--- src/rtl/fos_out_conditioner.sv ---
// Output conditioning after the FOS filter: round, shift and clamp the 32-bit
// result, then buffer it in a small FIFO with saturation/drop diagnostics.
module fos_out_conditioner #(
  parameter int SHIFT = 10,
  parameter int OUT_W = 16,
  parameter int DEPTH = 4
) (
  input  logic             clk,
  input  logic             reset,
  input  logic [31:0]      in_data,
  input  logic             in_valid,
  output logic [OUT_W-1:0] out_data,
  output logic             out_valid,
  input  logic             out_ready,
  output logic [15:0]      sat_count,
  output logic [15:0]      drop_count,
  output logic             overflow,
  input  logic             clear_flags
);

  localparam int PTR_W = (DEPTH > 2) ? $clog2(DEPTH) : 1;

  localparam logic signed [32:0] ROUND_C = 33'sd1 <<< (SHIFT - 1);
  localparam logic signed [32:0] MAX_C   = (33'sd1 <<< (OUT_W - 1)) - 33'sd1;
  localparam logic signed [32:0] MIN_C   = -(33'sd1 <<< (OUT_W - 1));

  localparam logic [PTR_W-1:0] PTR_ZERO   = {PTR_W{1'b0}};
  localparam logic [PTR_W-1:0] PTR_ONE    = {{(PTR_W-1){1'b0}}, 1'b1};
  localparam logic [PTR_W:0]   CNT_ZERO   = {(PTR_W+1){1'b0}};
  localparam logic [PTR_W:0]   CNT_ONE    = {{PTR_W{1'b0}}, 1'b1};
  localparam logic [PTR_W:0]   DEPTH_C    = (PTR_W+1)'(DEPTH);
  localparam logic [15:0]      CNT16_MAX  = 16'hFFFF;
  localparam logic [15:0]      CNT16_ZERO = 16'h0000;
  localparam logic [OUT_W-1:0] DATA_ZERO  = {OUT_W{1'b0}};

  logic signed [32:0] ext_s;
  logic signed [32:0] sum_s;
  logic signed [32:0] shr_s;
  logic [OUT_W-1:0]   clamp_s;
  logic               clamp_sat_s;

  logic               s_valid_r;
  logic               s_sat_r;
  logic [OUT_W-1:0]   s_data_r;

  logic [OUT_W-1:0]   mem_r [DEPTH];
  logic [PTR_W-1:0]   wr_ptr_r;
  logic [PTR_W-1:0]   rd_ptr_r;
  logic [PTR_W:0]     count_r;

  logic [15:0]        sat_count_r;
  logic [15:0]        drop_count_r;
  logic               overflow_r;

  logic               out_valid_s;
  logic               pop_s;
  logic               push_s;
  logic               drop_s;

  // Round-half-up and arithmetic shift on a 33-bit copy, then clamp to OUT_W.
  always_comb begin
    ext_s = {in_data[31], in_data};
    sum_s = ext_s + ROUND_C;
    shr_s = sum_s >>> SHIFT;
    if (shr_s > MAX_C) begin
      clamp_s     = MAX_C[OUT_W-1:0];
      clamp_sat_s = 1'b1;
    end else if (shr_s < MIN_C) begin
      clamp_s     = MIN_C[OUT_W-1:0];
      clamp_sat_s = 1'b1;
    end else begin
      clamp_s     = shr_s[OUT_W-1:0];
      clamp_sat_s = 1'b0;
    end
  end

  // Stage-1 scale register.
  always_ff @(posedge clk) begin
    if (reset) begin
      s_valid_r <= 1'b0;
      s_sat_r   <= 1'b0;
      s_data_r  <= DATA_ZERO;
    end else begin
      s_valid_r <= in_valid;
      s_sat_r   <= clamp_sat_s;
      s_data_r  <= clamp_s;
    end
  end

  // Handshake qualification; a full FIFO still takes a push when it pops.
  always_comb begin
    out_valid_s = (count_r != CNT_ZERO);
    pop_s       = out_valid_s && out_ready;
    if (s_valid_r && ((count_r < DEPTH_C) || pop_s)) begin
      push_s = 1'b1;
    end else begin
      push_s = 1'b0;
    end
    drop_s = s_valid_r && !push_s;
  end

  // FIFO storage and pointers; storage is cleared so out_data reads 0 after reset.
  always_ff @(posedge clk) begin
    if (reset) begin
      for (int i = 0; i < DEPTH; i++) begin
        mem_r[i] <= DATA_ZERO;
      end
      wr_ptr_r <= PTR_ZERO;
      rd_ptr_r <= PTR_ZERO;
      count_r  <= CNT_ZERO;
    end else begin
      if (push_s) begin
        mem_r[wr_ptr_r] <= s_data_r;
        wr_ptr_r        <= wr_ptr_r + PTR_ONE;
      end else begin
        wr_ptr_r <= wr_ptr_r;
      end
      if (pop_s) begin
        rd_ptr_r <= rd_ptr_r + PTR_ONE;
      end else begin
        rd_ptr_r <= rd_ptr_r;
      end
      case ({push_s, pop_s})
        2'b10:   count_r <= count_r + CNT_ONE;
        2'b01:   count_r <= count_r - CNT_ONE;
        default: count_r <= count_r;
      endcase
    end
  end

  // Diagnostic counters; clear_flags wins over an event in the same cycle.
  always_ff @(posedge clk) begin
    if (reset || clear_flags) begin
      sat_count_r  <= CNT16_ZERO;
      drop_count_r <= CNT16_ZERO;
      overflow_r   <= 1'b0;
    end else begin
      if (s_valid_r && s_sat_r && (sat_count_r != CNT16_MAX)) begin
        sat_count_r <= sat_count_r + 16'd1;
      end else begin
        sat_count_r <= sat_count_r;
      end
      if (drop_s && (drop_count_r != CNT16_MAX)) begin
        drop_count_r <= drop_count_r + 16'd1;
      end else begin
        drop_count_r <= drop_count_r;
      end
      if (drop_s) begin
        overflow_r <= 1'b1;
      end else begin
        overflow_r <= overflow_r;
      end
    end
  end

  assign out_valid  = out_valid_s;
  assign out_data   = mem_r[rd_ptr_r];
  assign sat_count  = sat_count_r;
  assign drop_count = drop_count_r;
  assign overflow   = overflow_r;

endmodule

--- config.mk ---
export PLATFORM = sky130hd
export DESIGN_NAME = fos_out_conditioner
export DESIGN_NICKNAME = d
export VERILOG_FILES = /design/src/rtl/fos_out_conditioner.sv
export SDC_FILE = /design/constraint.sdc
export NUM_CORES = 1
export LEC_CHECK = 0
export ABC_AREA = 1
export ABC_CLOCK_PERIOD_IN_PS = 2880
export BUFFER_PORTS_ARGS = -buffer_cell sky130_fd_sc_hd__buf_2
export CAP_MARGIN = 20
export CORE_AREA = 2 2 114 116
export CTS_BUF_LIST = sky130_fd_sc_hd__clkbuf_2
export DETAILED_ROUTE_END_ITERATION = 10
export DIE_AREA = 0 0 116 118
export GPL_TIMING_DRIVEN = 0
export MAX_ROUTING_LAYER = met4
export PLACE_DENSITY = 0.7
export SLEW_MARGIN = 40
export SYNTH_ARGS = -nofsm -noshare
export SYNTH_HDL_FRONTEND = slang
export SYNTH_SLANG_ARGS = --single-unit
--- constraint.sdc ---
create_clock -name clk -period 2.88 [get_ports clk]
set_input_delay 0.288 -clock clk [delete_from_list [all_inputs] [get_ports clk]]
set_output_delay 0.288 -clock clk [all_outputs]
set_load 0.01 [all_outputs]
==> impl_metrics.ini <==
[finish]
drive_gt1_share_pct = 19.2
regArea_sq_um = 3120
fillers = 1162
most-common-layout-cells = nor2_1 (146), nand2_1 (102), inv_1 (96), buf_2 (78), edfxtp_1 (64)
final_cells = 1045
final_common_cell = nor2_1
multi_input_area_sq_um = 2560
syn_to_final_growth_pct = 18.3
layout.nets = 902
num_antenna_cells = 0
final_core_util_pct = 58.5

[job]
drv_cap = 0

[global_routing]
grt_use_met2_pct = 34.1
grt.busiest_layer = met2
grt_max_degree = 17
antenna_found_initial = 0
track_usage_pct = 21.9
grtUsageMet1_pct = 29.1
met3_usage_pct = 4.94
grt_pass1_wl_um = 22900
overflow = 0
grt_pass1_vias = 4845

[synth]
synth_top_cell_by_area = edfxtp_1
avgSynthCellArea_sq_um = 8.27
synth_edf_count = 64
synthArstFlopShare_pct = 0
ys_seq_area_share_pct = 50.9
syn_inst = 742
syn_nets = 784
synth-seq-cells = 124
synth_top_area_share_pct = 31.3
ys_warn_count = 0
syn_area_sq_um = 6140
synth.distinct_cells = 40
synth_area_leaders = edfxtp_1 (31%), dfxtp_1 (20%), nor2_1 (8.9%)
synth_ff_type = edfxtp_1

[outcome]
status = finished, final reports clean

[pwr]
power.switching_w = 0.00124
p_seq_share_pct = 50.3
peakVddDrop_mv = 0.255
p_per_area_nw_per_um2 = 546
intPower_w = 0.00272
p_comb_share_pct = 20.6
p_clk_share_pct = 29.1
p_leak_nw = 2.95
switching_share_pct = 31.3

[sta]
finClkSkew_ns = 0.0334
fin_ws_ns = 0.305
hold_viol = 0
min_period_ns = 2.58
setup_viol = 0
slew_headroom_pct = 54.8
tns_ns = 0
rsz0062_at_grt = false
report.final.slew_viol_count = 0
tightest_slew_ns = 0.678
fin_crit_sh_pct = 89.4
max_freq_mhz = 388

[placement]
dp_cells = 992
port_buffers = 77
dp_hpwl_um = 10400
dp_slack_ns = 0.117
gp_congestion = 0.903

[clock_network]
htree_levels = 4
cts.sinks = 124
clock_latency_ns = 0.67
clk_path_buf_depth = 2
clk_pin_slew_ns = 0.18
cts_made_buffers = 17
cts_tree = yes
clockRootBuffer = clkbuf_2

[worst_hold_path]
hp-class = input port to flop
min_to = s_data_r[12]$_SDFF_PP0_
min_from = in_data[22]
holdPathStages = 5

[die]
ios = 87
initial_core_util_pct = 49.5
dieHeight_um = 118
row_count = 41
die_area_sq_um = 13700
fp.dieW_um = 116
core_area_sq_um = 12400

[drt]
drc_errors = 0
drt_iter0_drc = 586
routed_wl_um = 13900
avgRoutedWirePerCell_um = 13.3
dr.pass1.iters = 6
vias_per_cell = 5.00
vias = 5225
postRouteAntennaNets = 0

[setup_path]
cp.arrival_ns = 2.90
startpoint_type = flop
worst_setup_path_end_kind = flop
path_class = flop to flop
r2r_slack_ns = 0.30
r2r-start = count_r[1]$_SDFFE_PP0P_
worstPathMaxFanout = 16
worstRegToRegCells = 11
cp.required_ns = 3.20
regToRegEndpoint = mem_r[0][14]$_SDFFCE_PN0P_
[power groups by stage]
stage / sequential [W] / combinational (W) / clock [W]
5_1_grt: 0.00201 / 0.000913 / 0.00126
4_1_cts: 0.00199 / 0.000821 / 0.00119
3_3_place_gp: 0.00203 / 0.000764 / 0
6_report: 0.00199 / 0.000816 / 0.00115
3_5_place_dp: 0.00203 / 0.000794 / 0
2_1_floorplan: 0.00202 / 0.000508 / 0
[sequential cells by signal, indices dropped and copies added, names as in the netlist, named ones only]
name        flops
mem_r          64
wr_ptr_r        2
rd_ptr_r        2
drop_count     16
s_sat_r         1
sat_count      16
overflow        1
s_valid_r       1
s_data_r       16
count_r         3
[final cells by class]
class,instances,share of cell area [%]
tap,172,2.96
clock buffer,18,1.24
sequential,124,43.0
timing repair buffer,99,8.41
inverter,106,5.48
multi-input combinational,493,35.2
buffer,19,1.38
clock inverter,14,2.34
[kinds of logic after synthesis]
group / after synthesis / synth area share, %
buffers and inverters: 125 / 8.11
DFF: 124 / 50.9
and+or+nand+nor: 338 / 24.9
adders and majority gates: 5 / 1.14
AOI/OAI and AO/OA: 132 / 12.4
xor gates and xnor gates: 18 / 2.57
[worst max-delay path by stage]
stage	endpoint	slack [ns]	start	cells after the start
after detailed placement	mem_r[0][8]$_SDFFCE_PN0P_	0.12	count_r[1]$_SDFFE_PP0P_	11
after global placement	mem_r[3][7]$_DFFE_PP_	-0.49	count_r[1]$_SDFFE_PP0P_	6
after global routing	mem_r[0][14]$_SDFFCE_PN0P_	0.02	count_r[2]$_SDFFE_PP0P_	11
after floorplan	mem_r[3][0]$_DFFE_PP_	0.39	count_r[1]$_SDFFE_PP0P_	6
final	mem_r[0][14]$_SDFFCE_PN0P_	0.30	count_r[1]$_SDFFE_PP0P_	11
after CTS	mem_r[0][14]$_SDFFCE_PN0P_	0.07	count_r[1]$_SDFFE_PP0P_	11
[worst max-delay path, cell delays in order (launching register included)]
cell and delay [ns]:
dfxtp_1 0.37, inv_1 0.07, nand3_1 0.10, nand2_1 0.08, nand2_1 0.13, nand2_1 0.26, nor2_1 0.24, inv_2 0.10
nor2_1 0.14, nand2_1 0.19, buf_2 0.24, nand2_2 0.31
[per-stage QoR]
| stage | area [sq um] | hold WS (ns) | total power, W |
|---|---|---|---|
| floorplan | 6140 | 0.395 | 0.00253 |
| global placement | 6740 | 0.448 | 0.00279 |
| detailed placement | 6790 | 0.453 | 0.00283 |
| CTS | 7260 | 0.00882 | 0.00400 |
| global route | 7260 | 0.0160 | 0.00418 |
| finish | 7260 | 0.0773 | 0.00396 |
[synth_stat cells, drive strengths merged (4+ instances only)]
cell type,count
o21ai,60
nand2,126
edfxtp,64
o21bai,4
nand3,28
o22ai,16
nor3,15
clkbuf,16
inv,103
dfxtp,60
ha,4
nor2,156
nand4,6
xnor2,6
a21oi,43
xor2,12
[metal layers]
metal | vias up | part of all wire (%)
met5 | - | 0
met4 | 0 | 0.56
met3 | 8 | 4.9
met2 | 164 | 48
met1 | 2395 | 46
li1 | 2658 | -
[what timing repair did]
action / 4_1_cts / 5_1_grt
resized for setup: 0 / 1
setup endpoints to repair: 0 / 16
setup buffers: 0 / 0
hold endpoints to repair: 23 / 0
hold buffers: 21 / 0
No activity file was read; power rests on OpenSTA's default activity.
